**config.mk**
```make
export PLATFORM = sky130hd
export DESIGN_NAME = out_buff_arbiter_flat
export DESIGN_NICKNAME = d
export VERILOG_FILES = /design/src/rtl/out_buff_arbiter_pkg.sv /design/src/rtl/out_buff_arbiter_if.sv /design/src/rtl/out_buff_arbiter_rr_pick.sv /design/src/rtl/out_buff_arbiter.sv /design/src/flat_wrapper.sv
export SDC_FILE = /design/constraint.sdc
export NUM_CORES = 1
export LEC_CHECK = 0
export CAP_MARGIN = 20
export CORE_UTILIZATION = 35
export CTS_CLUSTER_DIAMETER = 40
export DETAILED_ROUTE_END_ITERATION = 16
export PLACE_DENSITY_LB_ADDON = 0.15
export SLEW_MARGIN = 5
export SYNTH_ARGS = -nofsm -noshare
export SYNTH_HDL_FRONTEND = slang
export SYNTH_SLANG_ARGS = --single-unit
```
**constraint.sdc**
```tcl
create_clock -name clock -period 6.8 [get_ports clock]
set_input_delay 2.04 -clock clock [delete_from_list [all_inputs] [get_ports clock]]
set_output_delay 2.04 -clock clock [all_outputs]
set_load 0.005 [all_outputs]
```
**src/rtl/out_buff_arbiter_pkg.sv**
```systemverilog
// Shared types and helpers for the output-buffer link arbiter.
package out_buff_arbiter_pkg;

  typedef enum logic [0:0] {
    ST_IDLE,
    ST_BURST
  } arb_state_t;

  localparam int NUM_BUFF_DEF  = 4;
  localparam int MAX_BURST_DEF = 4;

  // Index width that never collapses to zero bits.
  function automatic int idx_w(input int n);
    return (n > 1) ? $clog2(n) : 1;
  endfunction

endpackage

```
**src/rtl/out_buff_arbiter_if.sv**
```systemverilog
// Buffer-side bundle: empty/mask flags in, read enables and select out.
interface out_buff_arbiter_if
  import out_buff_arbiter_pkg::*;
#(
  parameter int NUM_BUFF = NUM_BUFF_DEF
);
  localparam int LW = idx_w(NUM_BUFF);

  logic [NUM_BUFF-1:0] I_Empty;
  logic [NUM_BUFF-1:0] I_Mask;
  logic [NUM_BUFF-1:0] O_Re;
  logic [LW-1:0]       O_Sel;
  logic                O_Valid;
  logic                O_Busy;

  modport master (
    output I_Empty, I_Mask,
    input  O_Re, O_Sel, O_Valid, O_Busy
  );

  modport slave (
    input  I_Empty, I_Mask,
    output O_Re, O_Sel, O_Valid, O_Busy
  );

endinterface

```
**src/rtl/out_buff_arbiter_rr_pick.sv**
```systemverilog
// Combinational round-robin finder: first set request at or after i_Ptr.
module out_buff_arbiter_rr_pick
  import out_buff_arbiter_pkg::*;
#(
  parameter int N  = NUM_BUFF_DEF,
  parameter int LW = idx_w(N)
) (
  input  logic [N-1:0]  i_Req,
  input  logic [LW-1:0] i_Ptr,
  output logic          o_Found,
  output logic [LW-1:0] o_Idx
);

  logic [N-1:0]  w_rot;
  logic [LW-1:0] w_off;

  always_comb begin
    w_rot = '0;
    for (int k = 0; k < N; k++) begin
      w_rot[k] = i_Req[LW'((k + int'(i_Ptr)) % N)];
    end
  end

  // Scan downward so the lowest rotated offset wins.
  always_comb begin
    w_off = '0;
    for (int k = N - 1; k >= 0; k--) begin
      if (w_rot[k]) w_off = LW'(k);
    end
  end

  assign o_Found = |w_rot;
  assign o_Idx   = LW'((int'(w_off) + int'(i_Ptr)) % N);

endmodule

```
**src/rtl/out_buff_arbiter.sv**
```systemverilog
// Round-robin burst scheduler sharing one output link among NUM_BUFF buffers.
module out_buff_arbiter
  import out_buff_arbiter_pkg::*;
#(
  parameter int NUM_BUFF     = NUM_BUFF_DEF,
  parameter int LOG_NUM_BUFF = idx_w(NUM_BUFF),
  parameter int MAX_BURST    = MAX_BURST_DEF,
  parameter int LOG_BURST    = $clog2(MAX_BURST + 1)
) (
  input  logic               clock,
  input  logic               reset,
  input  logic               I_Active,
  input  logic               I_Clr,
  input  logic               I_Nack,
  out_buff_arbiter_if.slave  bus
);

  localparam logic [LOG_NUM_BUFF-1:0] LAST_IDX =
    LOG_NUM_BUFF'(NUM_BUFF - 1);
  localparam logic [LOG_BURST-1:0] LAST_BEAT =
    LOG_BURST'(MAX_BURST - 1);

  arb_state_t r_State, w_NState;
  logic [LOG_NUM_BUFF-1:0] r_Sel, w_NSel;
  logic [LOG_NUM_BUFF-1:0] r_Ptr, w_NPtr;
  logic [LOG_BURST-1:0]    r_Cnt, w_NCnt;

  logic [NUM_BUFF-1:0]     w_Req;
  logic [NUM_BUFF-1:0]     w_Re;
  logic [LOG_NUM_BUFF-1:0] w_Idx;
  logic [LOG_NUM_BUFF-1:0] w_SelInc;
  logic w_Found, w_ReqSel, w_Rd, w_Last, w_Burst;

  assign w_Req    = ~bus.I_Empty & bus.I_Mask;
  assign w_ReqSel = w_Req[r_Sel];
  assign w_Burst  = (r_State == ST_BURST);
  assign w_Last   = (r_Cnt == LAST_BEAT);
  assign w_SelInc = (r_Sel == LAST_IDX) ? '0
                  : r_Sel + LOG_NUM_BUFF'(1);

  // Nack is not retimed: it gates the read in the same cycle.
  assign w_Rd = w_Burst & w_ReqSel & ~I_Nack
              & I_Active & ~I_Clr & ~reset;

  out_buff_arbiter_rr_pick #(
    .N  (NUM_BUFF),
    .LW (LOG_NUM_BUFF)
  ) u_pick (
    .i_Req   (w_Req),
    .i_Ptr   (r_Ptr),
    .o_Found (w_Found),
    .o_Idx   (w_Idx)
  );

  always_comb begin
    w_NState = r_State;
    w_NSel   = r_Sel;
    w_NPtr   = r_Ptr;
    w_NCnt   = r_Cnt;
    if (I_Clr) begin
      w_NState = ST_IDLE;
      w_NPtr   = '0;
      w_NCnt   = '0;
    end else begin
      unique case (r_State)
        ST_IDLE: begin
          if (I_Active && w_Found) begin
            w_NSel   = w_Idx;
            w_NCnt   = '0;
            w_NState = ST_BURST;
          end
        end
        ST_BURST: begin
          unique case (1'b1)
            !w_ReqSel: begin
              w_NState = ST_IDLE;
              w_NPtr   = w_SelInc;
            end
            w_Rd && w_Last: begin
              w_NState = ST_IDLE;
              w_NPtr   = w_SelInc;
              w_NCnt   = '0;
            end
            w_Rd && !w_Last: begin
              w_NCnt = r_Cnt + LOG_BURST'(1);
            end
            default: ;
          endcase
        end
        default: w_NState = ST_IDLE;
      endcase
    end
  end

  always_ff @(posedge clock) begin
    if (reset) begin
      r_State <= ST_IDLE;
      r_Sel   <= '0;
      r_Ptr   <= '0;
      r_Cnt   <= '0;
    end else begin
      r_State <= w_NState;
      r_Sel   <= w_NSel;
      r_Ptr   <= w_NPtr;
      r_Cnt   <= w_NCnt;
    end
  end

  always_comb begin
    w_Re        = '0;
    w_Re[r_Sel] = w_Rd;
  end

  assign bus.O_Re    = w_Re;
  assign bus.O_Sel   = r_Sel;
  assign bus.O_Valid = w_Rd;
  assign bus.O_Busy  = w_Burst;

endmodule

```
**src/flat_wrapper.sv**
```systemverilog
// flat-port wrapper written by rule: the top's interface ports become plain ports
module out_buff_arbiter_flat import out_buff_arbiter_pkg::*;
#(
  parameter int NUM_BUFF     = NUM_BUFF_DEF,
  parameter int LOG_NUM_BUFF = idx_w(NUM_BUFF),
  parameter int MAX_BURST    = MAX_BURST_DEF,
  parameter int LOG_BURST    = $clog2(MAX_BURST + 1)
)
  (clock, reset, I_Active, I_Clr, I_Nack, bus_I_Empty, bus_I_Mask, bus_O_Re, bus_O_Sel, bus_O_Valid, bus_O_Busy);
  out_buff_arbiter_if #(.NUM_BUFF(NUM_BUFF)) bus_i ();
  input  logic clock;
  input  logic reset;
  input  logic I_Active;
  input  logic I_Clr;
  input  logic I_Nack;
  input wire logic [$bits(bus_i.I_Empty)-1:0] bus_I_Empty;
  input wire logic [$bits(bus_i.I_Mask)-1:0] bus_I_Mask;
  output wire logic [$bits(bus_i.O_Re)-1:0] bus_O_Re;
  output wire logic [$bits(bus_i.O_Sel)-1:0] bus_O_Sel;
  output wire logic [$bits(bus_i.O_Valid)-1:0] bus_O_Valid;
  output wire logic [$bits(bus_i.O_Busy)-1:0] bus_O_Busy;
  assign bus_i.I_Empty = bus_I_Empty;
  assign bus_i.I_Mask = bus_I_Mask;
  assign bus_O_Re = bus_i.O_Re;
  assign bus_O_Sel = bus_i.O_Sel;
  assign bus_O_Valid = bus_i.O_Valid;
  assign bus_O_Busy = bus_i.O_Busy;
  out_buff_arbiter #(.NUM_BUFF(NUM_BUFF), .LOG_NUM_BUFF(LOG_NUM_BUFF), .MAX_BURST(MAX_BURST), .LOG_BURST(LOG_BURST)) u_core (.clock(clock), .reset(reset), .I_Active(I_Active), .I_Clr(I_Clr), .I_Nack(I_Nack), .bus(bus_i));
endmodule
```
==> summary.md <==
| Metric | Value |
|---|---|
| Area Growth Syn to Fin | 33.5% |
| Worst-Margin Slew | 0.533 ns |
| Internal Power | 0.0000833 W |
| Ant diodes | 0 |
| Clk pwr share | 0.313 |
| Synth Flop Type | dfxtp_1 |
| Crit path arrival time | 4.12 ns |
| Classification of the worst setup path | in -> out |
| Syn nets | 106 |
| CTS sink count | 8 |
| Net Switching | 0.0000309 W |
| Critical Path RT | 4.76 ns |
| R2R Setup Slk | 4.62 ns |
| Leakage | 0.335 nW |
| CTS tree | built |
| CTS Buf Count | 3 |
| Dpl hpwl | 1270 um |
| Post-CTS Hold Buffers | 0 |
| H-tree lvl count | 1 |
| First-pass GRT wire length | 2730 um |
| Non-Filler Instances | 131 |
| Fraction of layout cells with a size suffix above 1 | 0.0755 |
| Vias in the first global route | 631 |
| GRT overflow | 0 |
| Cell Area, Synth | 702 um^2 |
| Setup TNS | 0 ns |
| CP Launch Type | primary input |
| Hold worst-path end | u_core.r_Cnt[2]$_SDFFE_PP0P_ |
| DR WL/cell | 12.2 um |
| IO Pins | 21 |
| Initial antenna violation count | 0 |
| Crit end category | primary output |
| Sw Share | 0.270 |
| Input/output buffers | 20 |
| Hold path depth | 2 |
| Finish-stage setup viols | 0 |
| Routed Antenna Nets | 0 |
| All-Layer GR Usage | 0.176 |
| Die H | 46.8 um |
| Number of detailed-route iterations in the first pass | 6 |
| Setup repair bufs after CTS | 0 |
| Global placer's final weighted congestion | 0.712 |
| Largest net degree at the start of global routing | 10 |
| Critical path fanouts, max | 8 |
| Endpoints failing hold | 0 |
| Start of the worst register-to-register path | u_core.r_Ptr[0]$_SDFFE_PP0P_ |
| Fmax | 162 MHz |
| Worst r2r dst | u_core.bus.O_Sel[1]$_SDFFE_PP0P_ |
| Logic gate share of total power | 0.246 |
| Initial DRC count | 18 |
| Routed Wire Length | 1600 um |
| Avg Inst Size Synth | 8.16 um^2 |
| Flop pwr share | 0.440 |
| Root buffer cell | clkbuf_4 |
| Final worst path period share | 0.905 |
| Max VDD drop | 0.104 mV |
| Final #Nets | 128 |
| Seq/Total Area, Yosys | 0.228 |
| Post-synth EDFFs | 0 |
| CTS clk-pin slew, worst paths | 0.05 ns |
| Number of synthesized register bits | 8 |
| Reg2Reg Depth | 7 |
| Slew headroom | 0.644 |
| RSZ-0062 raised after global routing | false |
| Fin util | 0.520 |
| Via count | 703 |
| Hold Crit Class | reg -> reg |
| Ys async rst share | 0 |
| Worst-Skew Late Latency | 0.25 ns |
| Synth Warn # | 0 |
| Final Max Tran Viols | 0 |
| Status | finished, final reports clean |
| Die area | 0.00219 mm^2 |
| Longest Clk Path Bufs | 2 |
| Power density over the cells | 122 mW/mm^2 |
| Hold wc startpoint | u_core.r_Cnt[2]$_SDFFE_PP0P_ |
| Via density | 5.37 |
| Initial Utilization | 0.390 |
| Clock Skews | 0.000351 ns |
| Post-CTS Resized | 0 |
| Crit path time final | 6.16 ns |
| Drc violations | 0 |
| Row count | 15 |
| Width of the die | 46.8 um |
| Core Footprint | 0.00180 mm^2 |
| Post-Place Cells | 128 |
| Maxcap violations | 0 |
| Distinct cell type count after synthesis | 31 |
| Synth Instances | 86 |
| Hold_ws | 0.475 ns |
[metal layers]
metal	part of all wire	track usage	routed length (um)	up-vias
met2	0.44	0.269	705	22
li1	-	-	-	362
met1	0.48	0.239	769	315
met5	0	0	0	-
met3	0.065	0.0577	104	4
met4	0.015	0.0514	24	0
[worst max-delay path, stage by stage]
cell             delay, ns
clkdlybuf4s50_1       0.45
nor2b_1               0.45
mux4_2                0.42
nand2_1               0.15
inv_1                 0.11
clkdlybuf4s50_1       0.50
[stage by stage]
step	instance area [um^2]	setup WS [ns]	power (W)
final	937	0.644	0.000114
after global routing	937	0.494	0.000120
after CTS	937	0.658	0.000116
after detailed placement	915	0.660	0.0000793
after global placement	915	0.714	0.0000787
after floorplan	702	1.72	0.0000666
[layout by cell type (no fill, tap or decap), types with 4 or more instances in the layout]
cell	instances
clkdlybuf4s50_1	20
dfxtp_1	8
inv_1	7
a21oi_1	7
ha_1	7
nor2_1	6
nor2b_1	4
nor3_1	4
nand2_1	4
and3_1	4
o2111ai_1	4
[cell usage after synthesis, types with 2 or more instances]
master | n | area [um^2]
dfxtp_1 | 8 | 160
a21oi_1 | 7 | 35.0
ha_1 | 7 | 87.6
inv_1 | 7 | 26.3
nor2_1 | 6 | 22.5
and3_1 | 4 | 25.0
nand2_1 | 4 | 15.0
nor2b_1 | 4 | 25.0
nor3_1 | 4 | 20.0
o2111ai_1 | 4 | 35.0
a311oi_1 | 3 | 26.3
nand2b_1 | 3 | 18.8
nand3_1 | 3 | 15.0
or3_1 | 3 | 18.8
clkbuf_2 | 2 | 10.0
o21ai_0 | 2 | 10.0
[final cells by class]
cell class / count / area [um^2]
fillers: 178 / 865
multi-input cells: 67 / 489
inverters: 7 / 26.3
well taps: 25 / 31.3
clock buffers: 3 / 22.5
repair buffers: 21 / 208
flip-flops and latches: 8 / 160
[power by group through the flow]
stage	clock, W	combinational, W	sequential [W]
6_report	0.0000358	0.0000281	0.0000503
5_1_grt	0.0000382	0.0000314	0.0000505
4_1_cts	0.0000372	0.0000283	0.0000502
3_5_place_dp	0	0.0000281	0.0000512
3_3_place_gp	0	0.0000276	0.0000511
2_1_floorplan	0	0.0000161	0.0000506
[worst max path at each step]
stage,cells after the start,from,to,slack (ns)
2_1_floorplan,5,bus_I_Mask[2],bus_O_Valid,1.72
3_3_place_gp,6,bus_I_Mask[2],bus_O_Valid,0.71
3_5_place_dp,6,bus_I_Mask[2],bus_O_Valid,0.66
4_1_cts,6,bus_I_Mask[2],bus_O_Valid,0.66
5_1_grt,6,bus_I_Mask[2],bus_O_Valid,0.49
6_report,6,bus_I_Mask[2],bus_O_Valid,0.64
[logic make-up after synthesis]
family | count (synthesis) | share of synthesized area
XOR/XNOR | 1 | 0.0125
flip-flops | 8 | 0.228
AND/OR/NAND/NOR | 36 | 0.287
AO/OA/AOI/OAI | 21 | 0.226
buffers and inverters | 11 | 0.0749
adder cells (fa/ha/maj) | 7 | 0.125
multiplexers | 2 | 0.0463
[registers in the layout, summed over array words and instances (netlist names)]
register and count:
u_core.bus.O_Busy 1, u_core.r_Cnt 3, u_core.r_Ptr 2, u_core.bus.O_Sel 2
No activity file was read; power rests on OpenSTA's default activity.
